## src/rtl/fetch_sequencer_if.sv

```systemverilog
// Bundle of fetch-sequencer signals: imem request/response, decode handoff, branch resolve, link write.
// Latency: none (wires only).
// Backpressure: carries imem_req/imem_ack and instr_valid/instr_ready; no storage here.
// Ports: master = sequencer side (drives imem_req/addr, instr*, flush, lr_*);
//        slave  = environment side (drives imem_ack/rdata, instr_ready, branch info).
interface fetch_sequencer_if;
    logic        imem_req;
    logic [31:0] imem_addr;
    logic        imem_ack;
    logic [31:0] imem_rdata;
    logic        instr_valid;
    logic        instr_ready;
    logic [31:0] instr;
    logic [31:0] instr_pc;
    logic        br_valid;
    logic [10:0] ALUCtl_code;
    logic [23:0] br_address;
    logic [31:0] br_pc;
    logic        execute_flag;
    logic        flush;
    logic        lr_we;
    logic [31:0] lr_data;

    modport master (
        output imem_req, imem_addr, instr_valid, instr, instr_pc, flush, lr_we, lr_data,
        input  imem_ack, imem_rdata, instr_ready, br_valid, ALUCtl_code, br_address, br_pc, execute_flag
    );

    modport slave (
        input  imem_req, imem_addr, instr_valid, instr, instr_pc, flush, lr_we, lr_data,
        output imem_ack, imem_rdata, instr_ready, br_valid, ALUCtl_code, br_address, br_pc, execute_flag
    );
endinterface

```

## src/rtl/fetch_sequencer.sv

```systemverilog
// Instruction-fetch controller: owns the PC, issues imem requests, hands words to decode, applies B/BL redirects.
// Latency: ack->instr_valid 1 cycle, instr_ready->next imem_req 1 cycle, br_valid->flush/lr_we 1 cycle.
// Backpressure: holds one fetched word while instr_ready=0; no new request is issued until decode takes it.
// Ports: clk, reset (sync, active-high), bus (fetch_sequencer_if.master) carrying imem, decode, branch and r14 signals.
module fetch_sequencer #(
    parameter logic [31:0] RESET_PC  = 32'd0,
    parameter logic [10:0] ALUCTL_B  = 11'd31,
    parameter logic [10:0] ALUCTL_BL = 11'd32
) (
    input  logic              clk,
    input  logic              reset,
    fetch_sequencer_if.master bus
);
    typedef enum logic [1:0] {BOOT, FETCH, HOLD} state_t;

    state_t      state_q, state_d;
    logic [31:0] pc_q, pc_d;
    logic        kill_q, kill_d;
    logic [31:0] imem_addr_q, imem_addr_d;
    logic [31:0] instr_q, instr_d;
    logic [31:0] instr_pc_q, instr_pc_d;
    logic        flush_q, flush_d;
    logic        lr_we_q, lr_we_d;
    logic [31:0] lr_data_q, lr_data_d;

    logic        is_branch;
    logic        taken;
    logic        taken_bl;
    logic [31:0] target;

    assign is_branch = (bus.ALUCtl_code == ALUCTL_B) || (bus.ALUCtl_code == ALUCTL_BL);
    assign taken     = bus.br_valid & bus.execute_flag & is_branch;
    assign taken_bl  = bus.br_valid & bus.execute_flag & (bus.ALUCtl_code == ALUCTL_BL);
    // Word offset scaled to bytes; +8 accounts for the pipelined PC read-ahead. Wraps mod 2^32.
    assign target    = bus.br_pc + {{6{bus.br_address[23]}}, bus.br_address, 2'b00} + 32'd8;

    always_comb begin
        state_d     = state_q;
        kill_d      = kill_q;
        imem_addr_d = imem_addr_q;
        instr_d     = instr_q;
        instr_pc_d  = instr_pc_q;
        flush_d     = taken;
        lr_we_d     = taken_bl;
        lr_data_d   = taken_bl ? (bus.br_pc + 32'd4) : lr_data_q;
        pc_d        = taken ? target : pc_q;

        case (state_q)
            BOOT: begin
                state_d     = FETCH;
                imem_addr_d = pc_d;
            end
            FETCH: begin
                if (bus.imem_ack) begin
                    if (kill_q || taken) begin
                        // Response belongs to a squashed path: drop it and refetch from the live pc.
                        kill_d      = 1'b0;
                        imem_addr_d = pc_d;
                    end else begin
                        instr_d    = bus.imem_rdata;
                        instr_pc_d = imem_addr_q;
                        pc_d       = imem_addr_q + 32'd4;
                        state_d    = HOLD;
                    end
                end else if (taken) begin
                    // Request must stay stable until acked; remember to discard its data.
                    kill_d = 1'b1;
                end
            end
            HOLD: begin
                if (taken) begin
                    state_d     = FETCH;
                    imem_addr_d = pc_d;
                end else if (bus.instr_ready) begin
                    state_d     = FETCH;
                    imem_addr_d = pc_q;
                end
            end
            default: state_d = BOOT;
        endcase
    end

    always_ff @(posedge clk) begin
        if (reset) begin
            state_q     <= BOOT;
            pc_q        <= RESET_PC;
            kill_q      <= 1'b0;
            imem_addr_q <= RESET_PC;
            instr_q     <= 32'd0;
            instr_pc_q  <= 32'd0;
            flush_q     <= 1'b0;
            lr_we_q     <= 1'b0;
            lr_data_q   <= 32'd0;
        end else begin
            state_q     <= state_d;
            pc_q        <= pc_d;
            kill_q      <= kill_d;
            imem_addr_q <= imem_addr_d;
            instr_q     <= instr_d;
            instr_pc_q  <= instr_pc_d;
            flush_q     <= flush_d;
            lr_we_q     <= lr_we_d;
            lr_data_q   <= lr_data_d;
        end
    end

    assign bus.imem_req    = (state_q == FETCH);
    assign bus.instr_valid = (state_q == HOLD);
    assign bus.imem_addr   = imem_addr_q;
    assign bus.instr       = instr_q;
    assign bus.instr_pc    = instr_pc_q;
    assign bus.flush       = flush_q;
    assign bus.lr_we       = lr_we_q;
    assign bus.lr_data     = lr_data_q;
endmodule

```

## src/flat_wrapper.sv

```systemverilog
// flat-port wrapper written by rule: the top's interface ports become plain ports
module fetch_sequencer_flat 
#(
    parameter logic [31:0] RESET_PC  = 32'd0,
    parameter logic [10:0] ALUCTL_B  = 11'd31,
    parameter logic [10:0] ALUCTL_BL = 11'd32
)
  (clk, reset, bus_imem_req, bus_imem_addr, bus_instr_valid, bus_instr, bus_instr_pc, bus_flush, bus_lr_we, bus_lr_data, bus_imem_ack, bus_imem_rdata, bus_instr_ready, bus_br_valid, bus_ALUCtl_code, bus_br_address, bus_br_pc, bus_execute_flag);
  fetch_sequencer_if bus_i ();
  input  logic clk;
  input  logic reset;
  output wire logic [$bits(bus_i.imem_req)-1:0] bus_imem_req;
  output wire logic [$bits(bus_i.imem_addr)-1:0] bus_imem_addr;
  output wire logic [$bits(bus_i.instr_valid)-1:0] bus_instr_valid;
  output wire logic [$bits(bus_i.instr)-1:0] bus_instr;
  output wire logic [$bits(bus_i.instr_pc)-1:0] bus_instr_pc;
  output wire logic [$bits(bus_i.flush)-1:0] bus_flush;
  output wire logic [$bits(bus_i.lr_we)-1:0] bus_lr_we;
  output wire logic [$bits(bus_i.lr_data)-1:0] bus_lr_data;
  input wire logic [$bits(bus_i.imem_ack)-1:0] bus_imem_ack;
  input wire logic [$bits(bus_i.imem_rdata)-1:0] bus_imem_rdata;
  input wire logic [$bits(bus_i.instr_ready)-1:0] bus_instr_ready;
  input wire logic [$bits(bus_i.br_valid)-1:0] bus_br_valid;
  input wire logic [$bits(bus_i.ALUCtl_code)-1:0] bus_ALUCtl_code;
  input wire logic [$bits(bus_i.br_address)-1:0] bus_br_address;
  input wire logic [$bits(bus_i.br_pc)-1:0] bus_br_pc;
  input wire logic [$bits(bus_i.execute_flag)-1:0] bus_execute_flag;
  assign bus_imem_req = bus_i.imem_req;
  assign bus_imem_addr = bus_i.imem_addr;
  assign bus_instr_valid = bus_i.instr_valid;
  assign bus_instr = bus_i.instr;
  assign bus_instr_pc = bus_i.instr_pc;
  assign bus_flush = bus_i.flush;
  assign bus_lr_we = bus_i.lr_we;
  assign bus_lr_data = bus_i.lr_data;
  assign bus_i.imem_ack = bus_imem_ack;
  assign bus_i.imem_rdata = bus_imem_rdata;
  assign bus_i.instr_ready = bus_instr_ready;
  assign bus_i.br_valid = bus_br_valid;
  assign bus_i.ALUCtl_code = bus_ALUCtl_code;
  assign bus_i.br_address = bus_br_address;
  assign bus_i.br_pc = bus_br_pc;
  assign bus_i.execute_flag = bus_execute_flag;
  fetch_sequencer #(.RESET_PC(RESET_PC), .ALUCTL_B(ALUCTL_B), .ALUCTL_BL(ALUCTL_BL)) u_core (.clk(clk), .reset(reset), .bus(bus_i));
endmodule
```

## config.mk

```make
export PLATFORM = sky130hd
export DESIGN_NAME = fetch_sequencer_flat
export DESIGN_NICKNAME = d
export VERILOG_FILES = /design/src/rtl/fetch_sequencer_if.sv /design/src/rtl/fetch_sequencer.sv /design/src/flat_wrapper.sv
export SDC_FILE = /design/constraint.sdc
export NUM_CORES = 1
export LEC_CHECK = 0
export CELL_PAD_IN_SITES_DETAIL_PLACEMENT = 1
export CELL_PAD_IN_SITES_GLOBAL_PLACEMENT = 1
export CORE_MARGIN = 2
export CORE_UTILIZATION = 38
export DETAILED_ROUTE_END_ITERATION = 16
export GPL_TIMING_DRIVEN = 0
export HOLD_SLACK_MARGIN = 0.03
export PLACE_DENSITY = 0.95
export SYNTH_ARGS = -nofsm -noshare
export SYNTH_HDL_FRONTEND = slang
export SYNTH_SLANG_ARGS = --single-unit
export TNS_END_PERCENT = 20
```

## constraint.sdc

```tcl
create_clock -name clk -period 6.1 [get_ports clk]
set_clock_uncertainty 0.05 [all_clocks]
set_input_delay 0.915 -clock clk [delete_from_list [all_inputs] [get_ports clk]]
set_output_delay 0.915 -clock clk [all_outputs]
set_load 0.005 [all_outputs]
```

==> metrics.txt, run 1 <==
run status completed; final routed wire length divided by cell count 20.8 um; slew at the pin closest to its max-slew limit around 860 ps; count of placed standard cells in the final layout, fillers left out 1728; dominant combinational cell family by area after synthesis simple AND/OR/NAND/NOR gates; source of the worst register-to-register timing path u_core.state_q[1]$_SDFFE_PP0P_; later-pin clock latency in the skew report around 440 ps; DPL Wire Length roughly 27000 um; final critical-path setup slack 1510 ps; synthesized instance count between 1000 and 1500; root buffer selected by CTS clkbuf_16; Clock Tree Buf Depth 2; Post-Synth Adder-Cell Area between 8 and 9%; die area 24900 um2; Simple-Gate Fraction of Synth Area 22.7%; Arrival @ worst endpoint just under 5000 ps; number of top-level design ports between 200 and 250; GRT Resource Usage Total between 20 and 30%; flops & latches, synth between 150 and 200; Worst R2R Path Depth 7; Area growth, synth to finish 37.5%; endpoints failing setup 0; CP Class primary input to flop; worst voltage drop across the vdd grid 178 uV; share of the core filled with cells 52.9%; CTS resizes 0; count of synthesis-stage warnings from yosys 0; fraction of the cycle the final worst path needs roughly 75%; antenna violations before repair 1; pin count of the biggest net entering global routing 18; net count of the finished layout between 1500 and 2000; Worst-path clk slew 70 ps; Post-Synthesis Mean Instance Area around 7.9 um2; area inside the core boundary approximately 23000 um2; async set-reset flop share out of synthesis 0%; nets in the synthesized netlist around 1300; MaxCap Viol Count 0; Final Critical Period about 4600 ps; count of final hold-check violations 0; H-tree lvl count 4; worst hold stages 2; via count normalized by instance count 5.74; mux share of post-synthesis cell area under 10%; share of post-route cells with drive strength above 1 3.76%; highest-count cells in the layout ignoring fill and taps clkdlybuf4s50_1 (235), nand2_1 (229), dfxtp_1 (165); drc violations 0; relative slew slack between 40% and 50%; Worst setup SP type primary input; hold buffer count at CTS 0; Via Count around 10000; Crit Path Max Fanout 5; achievable clock frequency approximately 220 MHz; Slew Limit Fails 0; Synth Area in Compound Gates between 20% and 30%; Most used DFF post-synth dfxtp_1; overall die height 158 um; global-route wire length before repair about 55000 um; count of routing violations after the opening detailed-route iteration ~740; number of enable-type register cells in the synthesized netlist 0; worst hold path endpoint u_core.bus.instr[19]$_SDFFE_PP0P_; number of clock buffers inserted by TritonCTS 17; global route total overflow 0; sequential-to-total area share from yosys stat 36.8%; pre-CTS WS around 1200 ps; cell total after placement 1695; type of the most critical hold path flop to flop; starting density of the core about 38%; most frequent standard cell in the layout excluding fill and tap cells clkdlybuf4s50_1; area share of xor/xnor cells in the synthesized design under 10%; setup repair after global routing missed its margin no; count of distinct cell types in the synthesized netlist 59; number of global-route vias before repair between 10000 and 15000; horizontal extent of the die about 160 um; launch point of the worst hold path u_core.bus.instr[19]$_SDFFE_PP0P_; endpoint of the worst register-to-register path u_core.bus.instr[6]$_SDFFE_PP0P_; power per cell area between 200 and 250 nW/um2; number of I/O port buffers 235; final estimated routing congestion in global placement a little over 0.9; leakage power between 4 and 5 nW; cell area after synthesis 8980 um2; drt first pass iters 5; number of cell rows 56; final hold slack between 400 and 500 ps; Worst EP required 6330 ps; Sink Count 165; total routed wirelength 36000 um; setup bufs post-CTS 0; Total Negative Setup Slacks 0 ps; TritonCTS clock tree yes; antenna viol nets, final 0; Worst Setup End Kind flop; filler cell count in the final layout between 2000 and 3000; register-to-register setup slack 2980 ps
==> critical path, stage by stage <==
cell and delay, ps:
clkdlybuf4s50_1 570, inv_1 80, ha_1 270, inv_1 40
ha_1 210, fa_1 410, a21o_1 200, a221oi_1 520
or4_1 200, nand2_1 130, a31oi_1 500, o21ai_1 190
mux2i_1 390, a311oi_1 190
==> cell usage after synthesis (13+ instances only) <==
cell type,count,area [um2]
o211ai_1,14,105
o21ai_0,19,95.1
nand3_1,33,165
a21o_1,13,97.6
nor2_1,122,458
a21oi_1,120,601
nand2_1,229,860
xor2_1,39,342
clkbuf_1,59,221
a311oi_1,16,140
nor3_1,15,75.1
nand4_1,15,93.8
dfxtp_1,165,3300
a211oi_1,58,435
xnor2_1,36,315
inv_1,13,48.8
ha_1,59,738
==> flip-flops by register name (all words and copies together) (netlist names) <==
signal	flops
u_core.bus.imem_addr	32
u_core.bus.instr	32
u_core.bus.instr_pc	32
u_core.bus.lr_data	32
u_core.pc_q	32
u_core.state_q	2
u_core.bus.flush	1
u_core.bus.lr_we	1
u_core.kill_q	1
==> worst max path at each step <==
| stage | from | endpoint | slack [ps] | depth (start not counted) |
|---|---|---|---|---|
| 3_3_place_gp | bus_br_pc[3] | u_core.pc_q[31]$_SDFF_PP0_ | 1240 | 14 |
| 5_1_grt | bus_br_pc[3] | u_core.pc_q[15]$_SDFF_PP0_ | 1300 | 13 |
| 6_report | bus_br_pc[3] | u_core.pc_q[31]$_SDFF_PP0_ | 1510 | 14 |
| 3_5_place_dp | bus_br_pc[3] | u_core.pc_q[31]$_SDFF_PP0_ | 1180 | 14 |
| 4_1_cts | bus_br_pc[3] | u_core.pc_q[31]$_SDFF_PP0_ | 1550 | 14 |
| 2_1_floorplan | bus_br_pc[3] | u_core.bus.imem_addr[29]$_SDFFE_PP0P_ | 2470 | 13 |
==> cell type report <==
class	count	area (um2)	share of cell area, %
Timing Repair Buffer	235	2350	19.1
Buffer	70	278	2.25
Clock buffer	18	439	3.56
Sequential cell	165	3300	26.8
Inverter	13	48.8	0.395
Antenna cell	1	2.50	0.0203
Clock inverter	14	169	1.37
Tap cell	319	399	3.23
Multi-Input combinational cell	893	5350	43.3
==> per-stage QoR <==
stage	total power [W]	instance area, um2
floorplan	0.00153	8980
global placement	0.00181	11700
detailed placement	0.00184	11700
CTS	0.00294	12300
global route	0.00306	12300
finish	0.00296	12300
==> layer usage <==
metal	track usage [%]	vias to the layer above	share of wire [%]
met4	11.9	0	3.7
met5	0	-	0
met1	33.7	4842	40
met2	49.6	427	49
li1	-	4543	-
met3	6.73	102	7.4
==> power breakdown <==
group	internal (W)	switching, W
Sequential	0.00113	0.0000599
Combinational	0.000281	0.000376
Clock	0.000594	0.000521
Total	0.00200	0.000958
==> logic make-up (layout without fill, tap and decap cells) <==
family / after synthesis / after routing
and+or+nand+nor: 469 / 469
other: 0 / 1
adders and majority gates: 60 / 60
buffers and inverters: 83 / 350
AOI/OAI and AO/OA: 280 / 280
xor gates and xnor gates: 75 / 75
muxes: 9 / 9
DFF: 165 / 165
(Power assumes the default switching activity.)
==> inputs of run 2 (changes only) <==
--- a/config.mk
+++ b/config.mk
@@ -8,11 +8,11 @@
 export CELL_PAD_IN_SITES_DETAIL_PLACEMENT = 1
 export CELL_PAD_IN_SITES_GLOBAL_PLACEMENT = 1
 export CORE_MARGIN = 2
-export CORE_UTILIZATION = 38
+export CORE_UTILIZATION = 36
 export DETAILED_ROUTE_END_ITERATION = 16
 export GPL_TIMING_DRIVEN = 0
 export HOLD_SLACK_MARGIN = 0.03
-export PLACE_DENSITY = 0.95
+export PLACE_DENSITY = 0.94
 export SYNTH_ARGS = -nofsm -noshare
 export SYNTH_HDL_FRONTEND = slang
 export SYNTH_SLANG_ARGS = --single-unit
==> constraint.sdc (replaced) <==
create_clock -name clk -period 4.38 [get_ports clk]
set_clock_uncertainty 0.05 [all_clocks]
set_input_delay 0.657 -clock clk [delete_from_list [all_inputs] [get_ports clk]]
set_output_delay 0.657 -clock clk [all_outputs]
set_load 0.005 [all_outputs]
==> metrics.txt, run 2 (same netlist as run 1, synthesis figures left out) <==
Worst-path clk slew around 70 ps; last element of the critical path u_core.pc_q[31]$_SDFF_PP0_; hold buffer count at CTS 0; Worst setup SP type primary input; via count normalized by instance count approximately 5.6; run status completed; number of cell rows between 50 and 60; Area growth, synth to finish 37.7%; CP Class primary input to flop; Slew Limit Fails 0; Final Critical Period between 4000 and 5000 ps; area inside the core boundary around 24000 um2; final estimated routing congestion in global placement ~0.9; horizontal extent of the die ~160 um; type of the most critical hold path flop to flop; final hold slack about 400 ps; starting density of the core between 30% and 40%; MaxCap Viol Count 0; CTS resizes 0; P_sw about 0.0013 W; die area 26200 um2; number of top-level design ports 237; summed area of non-filler cells in the final layout roughly 12000 um2; number of global-route vias before repair roughly 10000; Clock Tree Buf Depth 2; Antenna diodes 0; global-route wire length before repair about 55000 um; slew at the pin closest to its max-slew limit around 860 ps; global route total overflow 0; endpoints failing setup 0; endpoint of the worst register-to-register path u_core.pc_q[15]$_SDFF_PP0_; root buffer selected by CTS clkbuf_16; final critical-path setup slack approximately 220 ps; overall die height between 150 and 200 um; H-tree lvl count 4; Crit Path Max Fanout 5; drt first pass iters 7; source of the worst register-to-register timing path u_core.state_q[1]$_SDFFE_PP0P_; TritonCTS clock tree yes; Worst EP required between 4000 and 5000 ps; GRT Resource Usage Total between 20% and 30%; pre-CTS WS -402 ps; power per cell area 335 nW/um2; DPL Wire Length roughly 27000 um; Via Count 9675; count of routing violations after the opening detailed-route iteration around 770; Total Negative Setup Slacks 0 ps; storage element area 3300 um2; total placed instance area between 10000 and 15000 um2; pin count of the biggest net entering global routing 18; net count of the finished layout approximately 1600; Worst Setup End Kind flop; part of the power in combinational logic between 20% and 30%; antenna violations before repair 1; area of the multi-input gates 5360 um2; fraction of the cycle the final worst path needs between 90 and 100%; total routed wirelength ~35000 um; worst voltage drop across the vdd grid between 150 and 200 uV; most frequent standard cell in the layout excluding fill and tap cells clkdlybuf4s50_1; antenna viol nets, final 0; final routed wire length divided by cell count 20.4 um; number of I/O port buffers 235; relative slew slack between 40% and 50%; Worst R2R Path Depth 6; setup bufs post-CTS 0; number of clock buffers inserted by TritonCTS 17; critical path launch point bus_br_pc[3]; Sink Count ~170; total power consumption of the routed design 0.00414 W; drc violations 0; highest-count cells in the layout ignoring fill and taps clkdlybuf4s50_1 (235), nand2_1 (229), dfxtp_1 (165); power share of the clock group roughly two fifths; filler cell count in the final layout between 2000 and 3000; share of post-route cells with drive strength above 1 3.91%; Arrival @ worst endpoint 4390 ps; setup repair after global routing missed its margin no; leakage power ~4.4 nW; switching power share of the total a little under a third; count of final hold-check violations 0; achievable clock frequency 241 MHz; Internal Dissipation between 0.002 and 0.003 W; register-to-register setup slack 1010 ps; later-pin clock latency in the skew report around 440 ps; sequential share of power roughly 40%
## run 2: cell types whose count changed in the layout (fill, tap and decap cells not counted), moves of 2 or more
cell        change
a221oi_1        -2
a221oi_2        +2
clkinvlp_4      -2
inv_6           +4
inv_8           -3
## run 2: final cells by class
class,count,area share (%)
Timing Repair Buffer,235,19.0
Inverter,13,0.395
Clock buffer,17,3.44
Tap cell,324,3.28
Multi-Input combinational cell,893,43.4
Buffer,70,2.25
Clock inverter,15,1.54
Sequential cell,165,26.7
## run 2: worst min path at each step
stage | cells after the start | start | to | slack [ps]
after floorplan | 2 | u_core.bus.instr[0]$_SDFFE_PP0P_ | u_core.bus.instr[0]$_SDFFE_PP0P_ | 400
after CTS | 2 | u_core.bus.instr_pc[6]$_SDFFE_PP0P_ | u_core.bus.instr_pc[6]$_SDFFE_PP0P_ | 410
after global placement | 2 | u_core.bus.instr[26]$_SDFFE_PP0P_ | u_core.bus.instr[26]$_SDFFE_PP0P_ | 390
after detailed placement | 2 | u_core.bus.instr_pc[6]$_SDFFE_PP0P_ | u_core.bus.instr_pc[6]$_SDFFE_PP0P_ | 400
after global routing | 2 | u_core.bus.instr_pc[19]$_SDFFE_PP0P_ | u_core.bus.instr_pc[19]$_SDFFE_PP0P_ | 420
final | 2 | u_core.bus.instr_pc[6]$_SDFFE_PP0P_ | u_core.bus.instr_pc[6]$_SDFFE_PP0P_ | 410
## run 2: power by group through the flow
stage               sequential, W  clock [W]  combinational (W)
finish                    0.00165    0.00158           0.000904
CTS                       0.00165    0.00159           0.000886
floorplan                 0.00166          0           0.000473
detailed placement        0.00168          0           0.000874
global placement          0.00168          0           0.000841
global route              0.00166    0.00166           0.000978
## run 2: worst max-delay path, cell delays in order
cell             delay (ps)
clkdlybuf4s50_1         580
inv_1                    70
ha_1                    290
inv_1                    40
ha_1                    210
fa_1                    400
a21o_1                  200
a221oi_2                390
or4_1                   180
nand2_1                 140
a31oi_1                 490
o21ai_1                 170
mux2i_1                 410
a311oi_1                160
## run 2: routing by layer
| layer | share of wire (%) | vias to the layer above | global-route usage [%] |
|---|---|---|---|
| li1 | - | 4524 | - |
| met1 | 41 | 4692 | 31.8 |
| met2 | 48 | 368 | 45.6 |
| met3 | 7.3 | 91 | 6.46 |
| met4 | 4.1 | 0 | 12.7 |
| met5 | 0 | - | 0 |
## run 2: per-stage QoR
step	std cells	utilization [%]
after CTS	1732	50.6
after detailed placement	1700	48.1
final	1732	50.7
after global routing	1732	50.7
after global placement	1700	48.1
after floorplan	1141	-
